===== src/rtl/calc_vga_pkg.sv =====
// Shared types, sizes and default colours for the calculator VGA cursor/pixel block.
package calc_vga_pkg;

   localparam int NUM_COLS = 4;
   localparam int NUM_ROWS = 6;

   typedef logic [1:0]  col_t;
   typedef logic [2:0]  row_t;
   typedef logic [4:0]  key_code_t;
   typedef logic [11:0] rgb_t;

   localparam rgb_t DEF_BG_COLOR     = 12'h000;
   localparam rgb_t DEF_CELL_COLOR   = 12'h333;
   localparam rgb_t DEF_LINE_COLOR   = 12'hFFF;
   localparam rgb_t DEF_CURSOR_COLOR = 12'h0F0;

   // Bit positions of the buttons inside the packed button vector.
   localparam int BTN_UP    = 0;
   localparam int BTN_DOWN  = 1;
   localparam int BTN_LEFT  = 2;
   localparam int BTN_RIGHT = 3;
   localparam int BTN_OK    = 4;
   localparam int NUM_BTNS  = 5;

   // With four columns, row*4 + col is simply the concatenation {row, col}.
   function automatic key_code_t key_code_f(input row_t y, input col_t x);
      return {y, x};
   endfunction

endpackage


===== src/rtl/calc_cursor_pixel_if.sv =====
// Key event handshake from the cursor block to the calculator logic.
interface calc_cursor_pixel_if;
   import calc_vga_pkg::*;

   logic      key_valid;
   key_code_t key_code;
   logic      key_ready;

   modport master (output key_valid, output key_code, input key_ready);
   modport slave  (input key_valid, input key_code, output key_ready);

endinterface


===== src/rtl/btn_frame_sampler.sv =====
// Synchronizes raw buttons and samples them once per frame; emits a one-cycle
// press pulse on the frame_start cycle for buttons that went from released to held.
module btn_frame_sampler
   import calc_vga_pkg::*;
#(
   parameter int N = NUM_BTNS
) (
   input  logic         clk,
   input  logic         rst_n,
   input  logic         i_frame_start,
   input  logic [N-1:0] i_btn,
   output logic [N-1:0] o_press
);

   logic [N-1:0] r_sync1;
   logic [N-1:0] r_sync2;
   logic [N-1:0] r_samp;

   // Two-flop synchronizer, running every clock.
   always_ff @(posedge clk) begin
      if (!rst_n) begin
         r_sync1 <= '0;
         r_sync2 <= '0;
      end else begin
         r_sync1 <= i_btn;
         r_sync2 <= r_sync1;
      end
   end

   // Frame latch: r_samp keeps the sample from the previous frame_start.
   always_ff @(posedge clk) begin
      if (!rst_n) begin
         r_samp <= '0;
      end else if (i_frame_start) begin
         r_samp <= r_sync2;
      end
   end

   // On frame_start r_sync2 is this frame's sample and r_samp the previous one.
   assign o_press = i_frame_start ? (r_sync2 & ~r_samp) : '0;

endmodule


===== src/rtl/calc_cursor_pixel.sv =====
// Cursor over the 4x6 key matrix, key event handshake, and the registered pixel
// colour mux layered over the calculator grid template.
module calc_cursor_pixel
   import calc_vga_pkg::*;
#(
   parameter int   GRID_XI      = 312,
   parameter int   GRID_XF      = 712,
   parameter int   GRID_YI      = 84,
   parameter int   GRID_YF      = 684,
   parameter int   H_VISIBLE    = 1024,
   parameter int   V_VISIBLE    = 768,
   parameter int   BLINK_FRAMES = 30,
   parameter rgb_t BG_COLOR     = DEF_BG_COLOR,
   parameter rgb_t CELL_COLOR   = DEF_CELL_COLOR,
   parameter rgb_t LINE_COLOR   = DEF_LINE_COLOR,
   parameter rgb_t CURSOR_COLOR = DEF_CURSOR_COLOR
) (
   input  logic                       clk,
   input  logic                       rst_n,
   input  logic [11:0]                hc,
   input  logic [11:0]                vc,
   input  col_t                       matrix_x,
   input  row_t                       matrix_y,
   input  logic                       lines,
   input  logic                       btn_up,
   input  logic                       btn_down,
   input  logic                       btn_left,
   input  logic                       btn_right,
   input  logic                       btn_ok,
   calc_cursor_pixel_if.master        key_if,
   output col_t                       cur_x,
   output row_t                       cur_y,
   output rgb_t                       rgb
);

   localparam int CNT_W = (BLINK_FRAMES > 1) ? $clog2(BLINK_FRAMES) : 1;
   localparam logic [CNT_W-1:0] CNT_LAST = CNT_W'(BLINK_FRAMES - 1);

   logic                w_frame_start;
   logic [NUM_BTNS-1:0] w_btn;
   logic [NUM_BTNS-1:0] w_press;
   logic                w_up, w_dn, w_lf, w_rt, w_move;
   col_t                w_cur_x_nxt;
   row_t                w_cur_y_nxt;

   col_t                r_cur_x;
   row_t                r_cur_y;
   logic [CNT_W-1:0]    r_frame_cnt;
   logic                r_blink;
   logic                r_key_valid;
   key_code_t           r_key_code;

   logic [11:0]         r_hc_d;
   logic [11:0]         r_vc_d;
   logic                w_vis;
   logic                w_in_grid;
   logic                w_cursor_hit;
   rgb_t                w_rgb_nxt;
   rgb_t                r_rgb;

   assign w_frame_start = (hc == 12'd0) && (vc == 12'd0);

   assign w_btn[BTN_UP]    = btn_up;
   assign w_btn[BTN_DOWN]  = btn_down;
   assign w_btn[BTN_LEFT]  = btn_left;
   assign w_btn[BTN_RIGHT] = btn_right;
   assign w_btn[BTN_OK]    = btn_ok;

   btn_frame_sampler #(.N(NUM_BTNS)) u_sampler (
      .clk           (clk),
      .rst_n         (rst_n),
      .i_frame_start (w_frame_start),
      .i_btn         (w_btn),
      .o_press       (w_press)
   );

   // Opposing presses in the same frame cancel each other out.
   assign w_up   = w_press[BTN_UP]    & ~w_press[BTN_DOWN];
   assign w_dn   = w_press[BTN_DOWN]  & ~w_press[BTN_UP];
   assign w_lf   = w_press[BTN_LEFT]  & ~w_press[BTN_RIGHT];
   assign w_rt   = w_press[BTN_RIGHT] & ~w_press[BTN_LEFT];
   assign w_move = w_up | w_dn | w_lf | w_rt;

   // Next cursor position with wrap-around on both axes.
   always_comb begin
      w_cur_x_nxt = r_cur_x;
      w_cur_y_nxt = r_cur_y;
      if (w_up)
         w_cur_y_nxt = (r_cur_y == 3'd0) ? row_t'(NUM_ROWS - 1) : r_cur_y - 3'd1;
      else if (w_dn)
         w_cur_y_nxt = (r_cur_y == row_t'(NUM_ROWS - 1)) ? 3'd0 : r_cur_y + 3'd1;
      if (w_lf)
         w_cur_x_nxt = (r_cur_x == 2'd0) ? col_t'(NUM_COLS - 1) : r_cur_x - 2'd1;
      else if (w_rt)
         w_cur_x_nxt = (r_cur_x == col_t'(NUM_COLS - 1)) ? 2'd0 : r_cur_x + 2'd1;
   end

   // Cursor position register; presses only exist on frame_start cycles.
   always_ff @(posedge clk) begin
      if (!rst_n) begin
         r_cur_x <= '0;
         r_cur_y <= '0;
      end else begin
         r_cur_x <= w_cur_x_nxt;
         r_cur_y <= w_cur_y_nxt;
      end
   end

   // Blink timer: a move restarts the on phase so the new cell shows at once.
   always_ff @(posedge clk) begin
      if (!rst_n) begin
         r_frame_cnt <= '0;
         r_blink     <= 1'b1;
      end else if (w_move) begin
         r_frame_cnt <= '0;
         r_blink     <= 1'b1;
      end else if (w_frame_start) begin
         if (r_frame_cnt == CNT_LAST) begin
            r_frame_cnt <= '0;
            r_blink     <= ~r_blink;
         end else begin
            r_frame_cnt <= r_frame_cnt + 1'b1;
         end
      end
   end

   // Single-entry key event: ok presses while one is pending are dropped.
   always_ff @(posedge clk) begin
      if (!rst_n) begin
         r_key_valid <= 1'b0;
         r_key_code  <= '0;
      end else if (r_key_valid && key_if.key_ready) begin
         r_key_valid <= 1'b0;
      end else if (w_press[BTN_OK] && !r_key_valid) begin
         r_key_valid <= 1'b1;
         r_key_code  <= key_code_f(r_cur_y, r_cur_x);
      end
   end

   assign key_if.key_valid = r_key_valid;
   assign key_if.key_code  = r_key_code;
   assign cur_x            = r_cur_x;
   assign cur_y            = r_cur_y;

   // Stage 1: delay the raster counters to line up with the template's matrix outputs.
   always_ff @(posedge clk) begin
      r_hc_d <= hc;
      r_vc_d <= vc;
   end

   assign w_vis        = (r_hc_d < 12'(H_VISIBLE)) && (r_vc_d < 12'(V_VISIBLE));
   assign w_in_grid    = (r_hc_d > 12'(GRID_XI)) && (r_hc_d <= 12'(GRID_XF)) &&
                         (r_vc_d > 12'(GRID_YI)) && (r_vc_d <= 12'(GRID_YF));
   assign w_cursor_hit = (matrix_x == r_cur_x) && (matrix_y == r_cur_y);

   // Colour priority: blanking, grid lines, blinking cursor, cell, background.
   always_comb begin
      w_rgb_nxt = BG_COLOR;
      if (!w_vis)
         w_rgb_nxt = 12'h000;
      else if (w_in_grid && lines)
         w_rgb_nxt = LINE_COLOR;
      else if (w_in_grid && w_cursor_hit && r_blink)
         w_rgb_nxt = CURSOR_COLOR;
      else if (w_in_grid)
         w_rgb_nxt = CELL_COLOR;
   end

   // Stage 2: registered pixel output.
   always_ff @(posedge clk) begin
      if (!rst_n)
         r_rgb <= '0;
      else
         r_rgb <= w_rgb_nxt;
   end

   assign rgb = r_rgb;

endmodule


===== src/flat_wrapper.sv =====
// flat-port wrapper written by rule: the top's interface ports become plain ports
module calc_cursor_pixel_flat import calc_vga_pkg::*;
#(
   parameter int   GRID_XI      = 312,
   parameter int   GRID_XF      = 712,
   parameter int   GRID_YI      = 84,
   parameter int   GRID_YF      = 684,
   parameter int   H_VISIBLE    = 1024,
   parameter int   V_VISIBLE    = 768,
   parameter int   BLINK_FRAMES = 30,
   parameter rgb_t BG_COLOR     = DEF_BG_COLOR,
   parameter rgb_t CELL_COLOR   = DEF_CELL_COLOR,
   parameter rgb_t LINE_COLOR   = DEF_LINE_COLOR,
   parameter rgb_t CURSOR_COLOR = DEF_CURSOR_COLOR
)
  (clk, rst_n, hc, vc, matrix_x, matrix_y, lines, btn_up, btn_down, btn_left, btn_right, btn_ok, cur_x, cur_y, rgb, key_if_key_valid, key_if_key_code, key_if_key_ready);
  calc_cursor_pixel_if key_if_i ();
  input  logic clk;
  input  logic rst_n;
  input  logic [11:0] hc;
  input  logic [11:0] vc;
  input  col_t matrix_x;
  input  row_t matrix_y;
  input  logic lines;
  input  logic btn_up;
  input  logic btn_down;
  input  logic btn_left;
  input  logic btn_right;
  input  logic btn_ok;
  output col_t cur_x;
  output row_t cur_y;
  output rgb_t rgb;
  output wire logic [$bits(key_if_i.key_valid)-1:0] key_if_key_valid;
  output wire logic [$bits(key_if_i.key_code)-1:0] key_if_key_code;
  input wire logic [$bits(key_if_i.key_ready)-1:0] key_if_key_ready;
  assign key_if_key_valid = key_if_i.key_valid;
  assign key_if_key_code = key_if_i.key_code;
  assign key_if_i.key_ready = key_if_key_ready;
  calc_cursor_pixel #(.GRID_XI(GRID_XI), .GRID_XF(GRID_XF), .GRID_YI(GRID_YI), .GRID_YF(GRID_YF), .H_VISIBLE(H_VISIBLE), .V_VISIBLE(V_VISIBLE), .BLINK_FRAMES(BLINK_FRAMES), .BG_COLOR(BG_COLOR), .CELL_COLOR(CELL_COLOR), .LINE_COLOR(LINE_COLOR), .CURSOR_COLOR(CURSOR_COLOR)) u_core (.clk(clk), .rst_n(rst_n), .hc(hc), .vc(vc), .matrix_x(matrix_x), .matrix_y(matrix_y), .lines(lines), .btn_up(btn_up), .btn_down(btn_down), .btn_left(btn_left), .btn_right(btn_right), .btn_ok(btn_ok), .key_if(key_if_i), .cur_x(cur_x), .cur_y(cur_y), .rgb(rgb));
endmodule

===== config.mk =====
export PLATFORM = sky130hd
export DESIGN_NAME = calc_cursor_pixel_flat
export DESIGN_NICKNAME = d
export VERILOG_FILES = /design/src/rtl/calc_vga_pkg.sv /design/src/rtl/calc_cursor_pixel_if.sv /design/src/rtl/btn_frame_sampler.sv /design/src/rtl/calc_cursor_pixel.sv /design/src/flat_wrapper.sv
export SDC_FILE = /design/constraint.sdc
export NUM_CORES = 1
export LEC_CHECK = 0
export ABC_CLOCK_PERIOD_IN_PS = 6000
export CORE_AREA = 2 2 73 75
export DETAILED_ROUTE_END_ITERATION = 6
export DIE_AREA = 0 0 75 77
export PLACE_DENSITY = 0.79
export SYNTH_ARGS = -nofsm -noshare
export SYNTH_HDL_FRONTEND = slang
export SYNTH_SLANG_ARGS = --single-unit

===== constraint.sdc =====
create_clock -name clk -period 6 [get_ports clk]
set_input_delay 0.6 -clock clk [delete_from_list [all_inputs] [get_ports clk]]
set_output_delay 0.6 -clock clk [all_outputs]
set_load 0.01 [all_outputs]

==> reports/metrics.csv <==
metric,value,unit
status,"complete, no violations",
wl_per_cell,15.00,microns
yosys.cell_types.count,40,
drcViolationCount,0,
fin_setup_tns,0,ns
synth_area_per_cell,9.952,sq um
min_path_cells,1,
grt_pass1_wl,8990,microns
synth.top_cells.by_area,"dfxtp_1 50%, o21ai_0 5.2%, ha_1 4.2%",
nFillCells,408,
rsz0062_at_grt,false,
netlist_area,2399,sq um
yosysSeqAreaShare,50.08,%
crit_required,6.26,ns
setup_slack,2.654,ns
cpMaxStageDelayCell,and4_1,
row_count,26,
grt_max_degree,19,
power_per_cell_area,260.6,nW/um^2
clock_sinks,60,
drtAntennaViolNets,0,
design.core.area,4977,sq um
fin_worst_skew,0.008337,ns
io_pins,61,
worst-r2r-cell-count,4,
max_freq,298.9,MHz
cts-hold-fix-buffers,0,
vias_per_cell,5.478,
yosysWarnings,0,
diodes,0,
cp.arrival,3.60,ns
seq_power_share,50.1,%
max_cap_violations,0,
syn-num-nets,287,
dr.first_iter.drc_count,65,
root_buffer,clkbuf_8,
p_int,0.6534,mW
design_area,3187,sq um
critPathKind,input port to flip-flop,
max-vdd-ir-drop,0.1593,mV
post-route-util,64.03,%
seqCellArea,1201,sq um
path_max_fanout,17,
combPwrFrac,5.9,%
drt-total-wl,5551,microns
io_buffers,60,
grt-ovfl-total,0,
grt_pass1_vias,1987,
finalSetupViolCount,0,
ctsResizeCount,0,
firstDrtPassIters,4,
h-tree-depth,3,
stdcell_count,370,
final_nets,341,
cts_setup_buffers,0,
dp_cells,354,
die_h,77,microns
antenna_found_initial,0,
multiInputGateArea,1061,sq um
layout-drive-gt1-share,7.333,%
max_slew_margin,47.89,%
die_area,5775,sq um
area_growth,32.86,%
p_total,0.8306,mW
die_w,75,microns
postSynthCellCount,241,
crit_path_cell_trace,clkdlybuf4s50_1 > nor4_4 > and4_1 > nand2_1 > nor3b_1 > ha_1 > inv_1 > or4_1 > nor3_1,
cts_tree,built,
dp_hpwl,4051,microns
sw_frac_of_total,21.33,%
gp_congestion,0.8564,
worst_slew_pin_slew,0.7715,ns
cts_made_buffers,9,
vias,2027,
track_usage,21.01,%
synth_top_area_share,50.08,%
dpl_cell_area,2984,sq um
hold_class,flip-flop to flip-flop,
insertion_delay,0.34,ns
ys_ff_latch,60,
p_leak,1.122,nW
min_period_over_period,55.77,%
place_ws,2.374,ns
p_switching,0.1772,mW
maxSlewViolCount,0,
period_needed,3.346,ns
holdWs,0.4344,ns
crit_path_max_incr_delay,0.61,ns
hold_viol,0,
p_clk_share,44.0,%
crit_path_start_kind,input port,
start_util,48.19,%
end_kind,flip-flop,
synth_top_area_cell,dfxtp_1,
clkTransAtPathRegs,0.06,ns
cts.path.max_buffers,2,
power by group through the flow:
stage	logic (mW)	registers, mW	clock network [mW]
after detailed placement	0.0489	0.425	0
after global routing	0.0522	0.418	0.392
after global placement	0.0477	0.425	0
after CTS	0.0492	0.416	0.373
after floorplan	0.0149	0.423	0
final	0.0487	0.417	0.365
registers in the layout, summed over array words and instances, names as in the netlist:
name and cells:
u_core.cur_x 2, u_core.cur_y 3, u_core.key_if.key_code 5, u_core.key_if.key_valid 1, u_core.r_blink 1, u_core.r_frame_cnt 5, u_core.r_hc_d 12, u_core.r_vc_d 12
u_core.rgb 4, u_core.u_sampler.r_samp 5, u_core.u_sampler.r_sync1 5, u_core.u_sampler.r_sync2 5
worst max-delay path, delay by kind of cell:
kind | cells | cell delay, ns
fa+ha+maj | 1 | 0.23
buf+inv | 2 | 0.57
simple gates | 6 | 2.21
cell type report:
type                       count  share of cell area (%)
clock buffer                  12                   4.868
clock inverter                 4                   1.492
inverter                       9                   1.060
multi-input combinational    155                   33.29
sequential                    60                   37.69
tap                           70                   2.748
timing repair buffer          60                   18.85
cells by family after synthesis:
group                    share of synthesized area (%)
AND/OR/NAND/NOR                                  23.47
flip-flops                                       50.08
AO/OA/AOI/OAI                                    14.03
buffers and inverters                            5.686
adder cells (fa/ha/maj)                          4.173
XOR/XNOR                                         2.556
cell usage in the layout (no fill, tap or decap), drive strengths merged, types with 2 or more instances in the layout:
cell / n
clkdlybuf4s50: 60
dfxtp: 60
o21ai: 25
a21oi: 18
clkbuf: 12
and2: 11
nor2: 9
nand4: 9
inv: 8
nand3: 8
ha: 8
nor4: 8
nor3b: 7
nor3: 7
xnor2: 6
nand2: 5
a31oi: 5
and4: 3
nand3b: 3
a211oi: 3
or4: 3
clkinv: 3
and3: 2
or3: 2
a211o: 2
metal layers:
| metal | vias up | wire length, microns | GRT usage [%] |
|---|---|---|---|
| met5 | - | 0 | 0 |
| met4 | 0 | 129 | 12.68 |
| met3 | 14 | 331 | 7.884 |
| met2 | 73 | 2717 | 33.33 |
| met1 | 963 | 2372 | 23.21 |
| li1 | 977 | - | - |
Yosys cell counts (all sizes together):
cell / instances
dfxtp: 60
o21ai: 25
a21oi: 18
buf: 13
and2: 11
nand4: 9
nor2: 9
ha: 8
inv: 8
nand3: 8
nor4: 8
nor3: 7
nor3b: 7
xnor2: 6
a31oi: 5
nand2: 5
clkbuf: 4
a211oi: 3
and4: 3
nand3b: 3
or4: 3
a211o: 2
and3: 2
or3: 2
clkinv: 1
nand2b: 1
nor2b: 1
nor4bb: 1
o2111ai: 1
o211a: 1
o211ai: 1
o21a: 1
o31ai: 1
o41ai: 1
or4b: 1
xor2: 1
final timing paths:
check                                                       startpoint                                endpoint  slack, ns
worst min register to register  u_core.u_sampler.r_sync1[3]$_SDFF_PN0_  u_core.u_sampler.r_sync2[3]$_SDFF_PN0_       0.43
worst min-delay path            u_core.u_sampler.r_sync1[3]$_SDFF_PN0_  u_core.u_sampler.r_sync2[3]$_SDFF_PN0_       0.43
worst max-delay path                                             hc[3]      u_core.r_frame_cnt[2]$_SDFFE_PP0P_       2.65
worst max register to register    u_core.key_if.key_valid$_SDFFE_PP0P_  u_core.key_if.key_code[1]$_SDFFE_PN0P_       4.18
Note: power is estimated with default switching activity, not from simulation.
==> RTL edit 1: new RTL, same flow settings <==
Put one more register stage on the output `rgb`. The value now appears one clock later. The other outputs are not delayed to match.
--- a/src/rtl/calc_cursor_pixel.sv
+++ b/src/rtl/calc_cursor_pixel.sv
@@ -175,5 +175,7 @@
    end
 
-   assign rgb = r_rgb;
+   always_ff @(posedge clk) begin
+      rgb <= r_rgb;
+   end
 
 endmodule
Function: changed (Yosys sat finds a counterexample within 4 cycles, from zero or initial values and one cycle with rst_n low).
==> RTL edit 1 against the original RTL <==
Area after synthesis fell by 0.68%. First-iteration DRC count increased by 71%. Worst hold slack got worse by 0.11 ns. Design area grew 0.75%. Global-route usage decreased by 2.9 points. Clock power increased by 9.3%. Via count decreased by 11%. Worst setup slack improved by 0.050 ns. Combinational power is 12% lower. Total power rose by 6.6%. Sequential cell count increased by 4. Count of clock-buffer cells in the layout is 3 lower. Wire length down 17%. Critical path type unchanged.
==> RTL edit 1: results (changes against the original RTL) <==
The routing usage on met2 came out at 0.2851 (-0.04825). The pre-CTS worst setup slack is 2.336 ns (-0.03860 ns). The endpoint identified for the worst register-to-register timing path is u_core.r_blink$_SDFFE_PP1P_. The depth of the worst hold-timing path is 0 (-1). The worst endpoint data arrival time is 3.48 ns (-0.12 ns).

The share of total power consumed by net switching is 0.2089 (-0.004420). The post-synthesis cell type count came out at 38 (-5.0%). The routed via count is 1811 (-11%).

The worst slew margin relative to its limit came out at 0.4307 (-0.04825). The met1 track demand over resource in global routing is 0.2218 (-0.01034). The maximum vdd ir drop came out at 0.2640 mV (+66%). The ratio of routed vias to standard cells came out at 4.868 (-11%). The startpoint of the most critical setup path is vc[3]. The final net count came out at 343 (+0.59%). The average wire length per cell after detail routing is 12.43 µm (-17%).

The worst hold slack is 0.3281 ns (-0.1063 ns). The number of cells after detailed placement is 356 (+0.56%). The share of the yosys chip area belonging to registers is 0.5378 (+0.03703). The DRC marker count from the first detailed-route iteration is 111 (+71%). The number of cells on the worst reg-to-reg path came out at 5 (+1). After synthesis, the cell types taking the most area are sky130_fd_sc_hd__dfxtp_1, sky130_fd_sc_hd__nand2_1, sky130_fd_sc_hd__ha_1.

The share of layout cells above drive strength 1 was 0.06954 (-0.003797). The overall fraction of global-route tracks in use came out at 0.1812 (-0.02888). The HPWL after detailed placement is 3.364 mm (-17%).

The reported leakage power was 1.189 nW (+5.9%). The worst clock skew on the final layout is 0.007399 ns (-0.0009370 ns). The via count of the first global-routing pass was 1718 (-14%). The run finished with clean final reports. The worst-path maximum fanout is 14 (-3).

The maximum number of pins on one net before global-route repair is 34 (+15).
## RTL edit 1: cell count changes in the layout (fill, tap and decap cells not counted), moves of 5 or more
cell,unedited run,this run
sky130_fd_sc_hd__nand2_1,5,27
sky130_fd_sc_hd__a21boi_0,0,8
sky130_fd_sc_hd__nor3b_1,7,1
sky130_fd_sc_hd__a21oi_1,18,9
sky130_fd_sc_hd__nor4_1,2,9
sky130_fd_sc_hd__o21ai_0,25,10
sky130_fd_sc_hd__mux2i_1,0,5
sky130_fd_sc_hd__nand3_1,8,1
## RTL edit 1: area by class of cell
cell class	count	area, µm²
clock buffers	9	123.9
repair buffers	61	608.1
well taps	70	87.58
fillers	378	1767
clock inverters	7	95.09
flip-flops and latches	64	1281
multi-input cells	149	969.7
inverters	12	45.04
## RTL edit 1: cell families (layout without fill, tap and decap cells)
family          Yosys count  count (layout)  share of synthesized area
compound gates           45              45                     0.1287
fa+ha+maj                 8               8                    0.04202
flops                    64              64                     0.5378
mux                       5               5                    0.02101
simple gates             85              85                     0.1933
xor+xnor                  6               6                    0.02206
buf+inv                  27              89                    0.05515
## RTL edit 1: metrics by stage
step | utilization | power [mW]
after floorplan | - | 0.4638
after global placement | 0.6011 | 0.4946
after detailed placement | 0.6011 | 0.4959
after CTS | 0.6450 | 0.8920
after global routing | 0.6450 | 0.9159
final | 0.6450 | 0.8850
## RTL edit 1: worst max-delay path by stage
stage	end	slack (ns)
after global placement	u_core.r_blink$_SDFFE_PP1P_	2.44
after detailed placement	u_core.r_blink$_SDFFE_PP1P_	2.34
after floorplan	u_core.r_blink$_SDFFE_PP1P_	3.40
after global routing	u_core.r_blink$_SDFFE_PP1P_	2.20
after CTS	u_core.r_blink$_SDFFE_PP1P_	2.70
final	u_core.r_blink$_SDFFE_PP1P_	2.70
## RTL edit 1: worst register-to-register path: stages, from the launching register on
cell                       delay, ns
sky130_fd_sc_hd__dfxtp_1        0.31
sky130_fd_sc_hd__nand3b_1       0.15
sky130_fd_sc_hd__ha_1           0.42
sky130_fd_sc_hd__nand4_1        0.28
sky130_fd_sc_hd__a211oi_1       0.32
sky130_fd_sc_hd__a31oi_1        0.06
## RTL edit 1: power by group through the flow
stage | registers [mW] | clock network, mW | logic (mW)
2_1_floorplan | 0.451 | 0 | 0.0129
3_3_place_gp | 0.452 | 0 | 0.0424
3_5_place_dp | 0.452 | 0 | 0.0434
4_1_cts | 0.443 | 0.406 | 0.0435
5_1_grt | 0.444 | 0.425 | 0.0467
6_report | 0.443 | 0.399 | 0.0429
## RTL edit 1: routing by layer
metal / wire length, µm / up-vias
li1: - / 942
met1: 2044 / 820
met2: 2288 / 42
met3: 179 / 7
met4: 111 / 0
met5: 0 / -
==> RTL edit 2: new RTL, same settings <==
Made on the original files. `V_VISIBLE` is set to 768 in 2 places; all go to 576.
--- a/src/rtl/calc_cursor_pixel.sv
+++ b/src/rtl/calc_cursor_pixel.sv
@@ -9,5 +9,5 @@
    parameter int   GRID_YF      = 684,
    parameter int   H_VISIBLE    = 1024,
-   parameter int   V_VISIBLE    = 768,
+   parameter int   V_VISIBLE    = 576,
    parameter int   BLINK_FRAMES = 30,
    parameter rgb_t BG_COLOR     = DEF_BG_COLOR,
--- a/src/flat_wrapper.sv
+++ b/src/flat_wrapper.sv
@@ -7,5 +7,5 @@
    parameter int   GRID_YF      = 684,
    parameter int   H_VISIBLE    = 1024,
-   parameter int   V_VISIBLE    = 768,
+   parameter int   V_VISIBLE    = 576,
    parameter int   BLINK_FRAMES = 30,
    parameter rgb_t BG_COLOR     = DEF_BG_COLOR,
Formal check against the unedited RTL: not equivalent (a bounded check fails within 4 cycles, from zero or initial values and one cycle with rst_n low).
==> RTL edit 2 against the original RTL <==
Area after synthesis shrank 1.3%. Die area is the same. Critical path depth is the same. Worst setup slack gained 0.0038 ns. Global-route usage shrank 1.2 points. Total power grew 7.8%. Final cell count shrank 1.4%. Core utilization grew 0.13 points. Sequential cell count is the same. Combinational power shrank 2%. Wire length shrank 6.3%. Design area grew 0.20%.
==> RTL edit 2: results (changes against the original RTL) <==
The wire length of the first global-routing pass is 8.687 mm (-3.4%). The share of layout cells above drive strength 1 came out at 0.07458 (+0.001243). The overall fraction of global-route tracks in use came out at 0.1981 (-0.01198). The met1 wire length is 2.289 mm (-3.5%). The final weighted congestion in routability-driven placement came out at 0.9122 (+6.5%). Ranked by instance count, the synthesized netlist is headed by sky130_fd_sc_hd__dfxtp_1, sky130_fd_sc_hd__o21ai_0, sky130_fd_sc_hd__a21oi_1, sky130_fd_sc_hd__and2_1.

The DRC marker count from the first detailed-route iteration is 110 (+69%). The synthesized-area fraction occupied by xor and xnor cells came out at 0.02590 (+0.0003377). The share of the yosys chip area belonging to registers came out at 0.5074 (+0.006617). The cell count after synthesis came out at 236 (-2.1%).

The final net count came to 336 (-1.5%). The slew at the pin closest to its max-slew limit came out at 0.8932 ns (+0.1217 ns). The post-synthesis cell type count is 36 (-10%). The via count of the first global-routing pass came to 1839 (-7.4%). The number of detailed-routing iterations run before antenna repair came out at 6 (+2). The worst endpoint data arrival time is 3.59 ns (about the same).

The routed via count came out at 1949 (-3.8%). The reported leakage power is 1.144 nW (+1.9%). The run finished with clean final reports. The average wire length per cell after detail routing came out at 14.25 µm (-5.0%). The HPWL after detailed placement is 3.800 mm (-6.2%).

The filler cell count in the final layout is 400 (-2.0%). The maximum number of pins on one net before global-route repair is 18 (-1). The compound-cell area share of the yosys netlist is 0.1353 (-0.005017).

The highest clock frequency the design can meet came out at 299.2 MHz (+0.11%). The placed instance area came out at 2953 µm² (-1.0%). The number of nets in the synthesized netlist came out at 282 (-1.7%). The post-synthesis adder-cell area fraction is 0.04228 (+0.0005514). The maximum vdd ir drop came out at 0.2542 mV (+60%).
-- RTL edit 2: area by class of cell --
class / instances / area, µm² / share of cell area
Clock buffer: 10 / 127.6 / 0.03997
Tap cell: 70 / 87.58 / 0.02743
Multi-Input combinational cell: 150 / 1030 / 0.3225
Clock inverter: 6 / 112.6 / 0.03527
Inverter: 9 / 33.78 / 0.01058
Timing Repair Buffer: 60 / 600.6 / 0.1881
Sequential cell: 60 / 1201 / 0.3762
-- RTL edit 2: power by group --
group / internal, mW / total [mW] / switching [mW] / leakage [nW]
logic: 0.0290 / 0.0476 / 0.0186 / 0.529
clock network: 0.277 / 0.433 / 0.156 / 0.120
registers: 0.410 / 0.415 / 0.00505 / 0.495
-- RTL edit 2: logic make-up after synthesis --
kind of cell | after synthesis
buffers and inverters | 26
xor gates and xnor gates | 7
AOI/OAI and AO/OA | 57
and+or+nand+nor | 78
adders and majority gates | 8
DFF | 60
-- RTL edit 2: layer usage --
metal	vias to the layer above	global-route usage
li1	961	-
met1	910	0.2494
met2	67	0.3140
met3	11	0.04731
met4	0	0.09107
met5	-	0
-- RTL edit 2: worst paths after layout --
| path | start | endpoint | slack (ns) |
|---|---|---|---|
| setup reg to reg | u_core.key_if.key_valid$_SDFFE_PP0P_ | u_core.key_if.key_code[1]$_SDFFE_PN0P_ | 4.06 |
| setup / recovery | hc[3] | u_core.r_frame_cnt[4]$_SDFFE_PP0P_ | 2.66 |
| hold reg to reg | u_core.u_sampler.r_sync1[3]$_SDFF_PN0_ | u_core.u_sampler.r_sync2[3]$_SDFF_PN0_ | 0.43 |
| hold / removal | u_core.u_sampler.r_sync1[3]$_SDFF_PN0_ | u_core.u_sampler.r_sync2[3]$_SDFF_PN0_ | 0.43 |
-- RTL edit 2: worst reg2reg max path, delay by kind of cell, from the launching register on --
family	cells	cell delay [ns]
compound gates	2	0.35
flops	1	0.33
simple gates	2	1.13
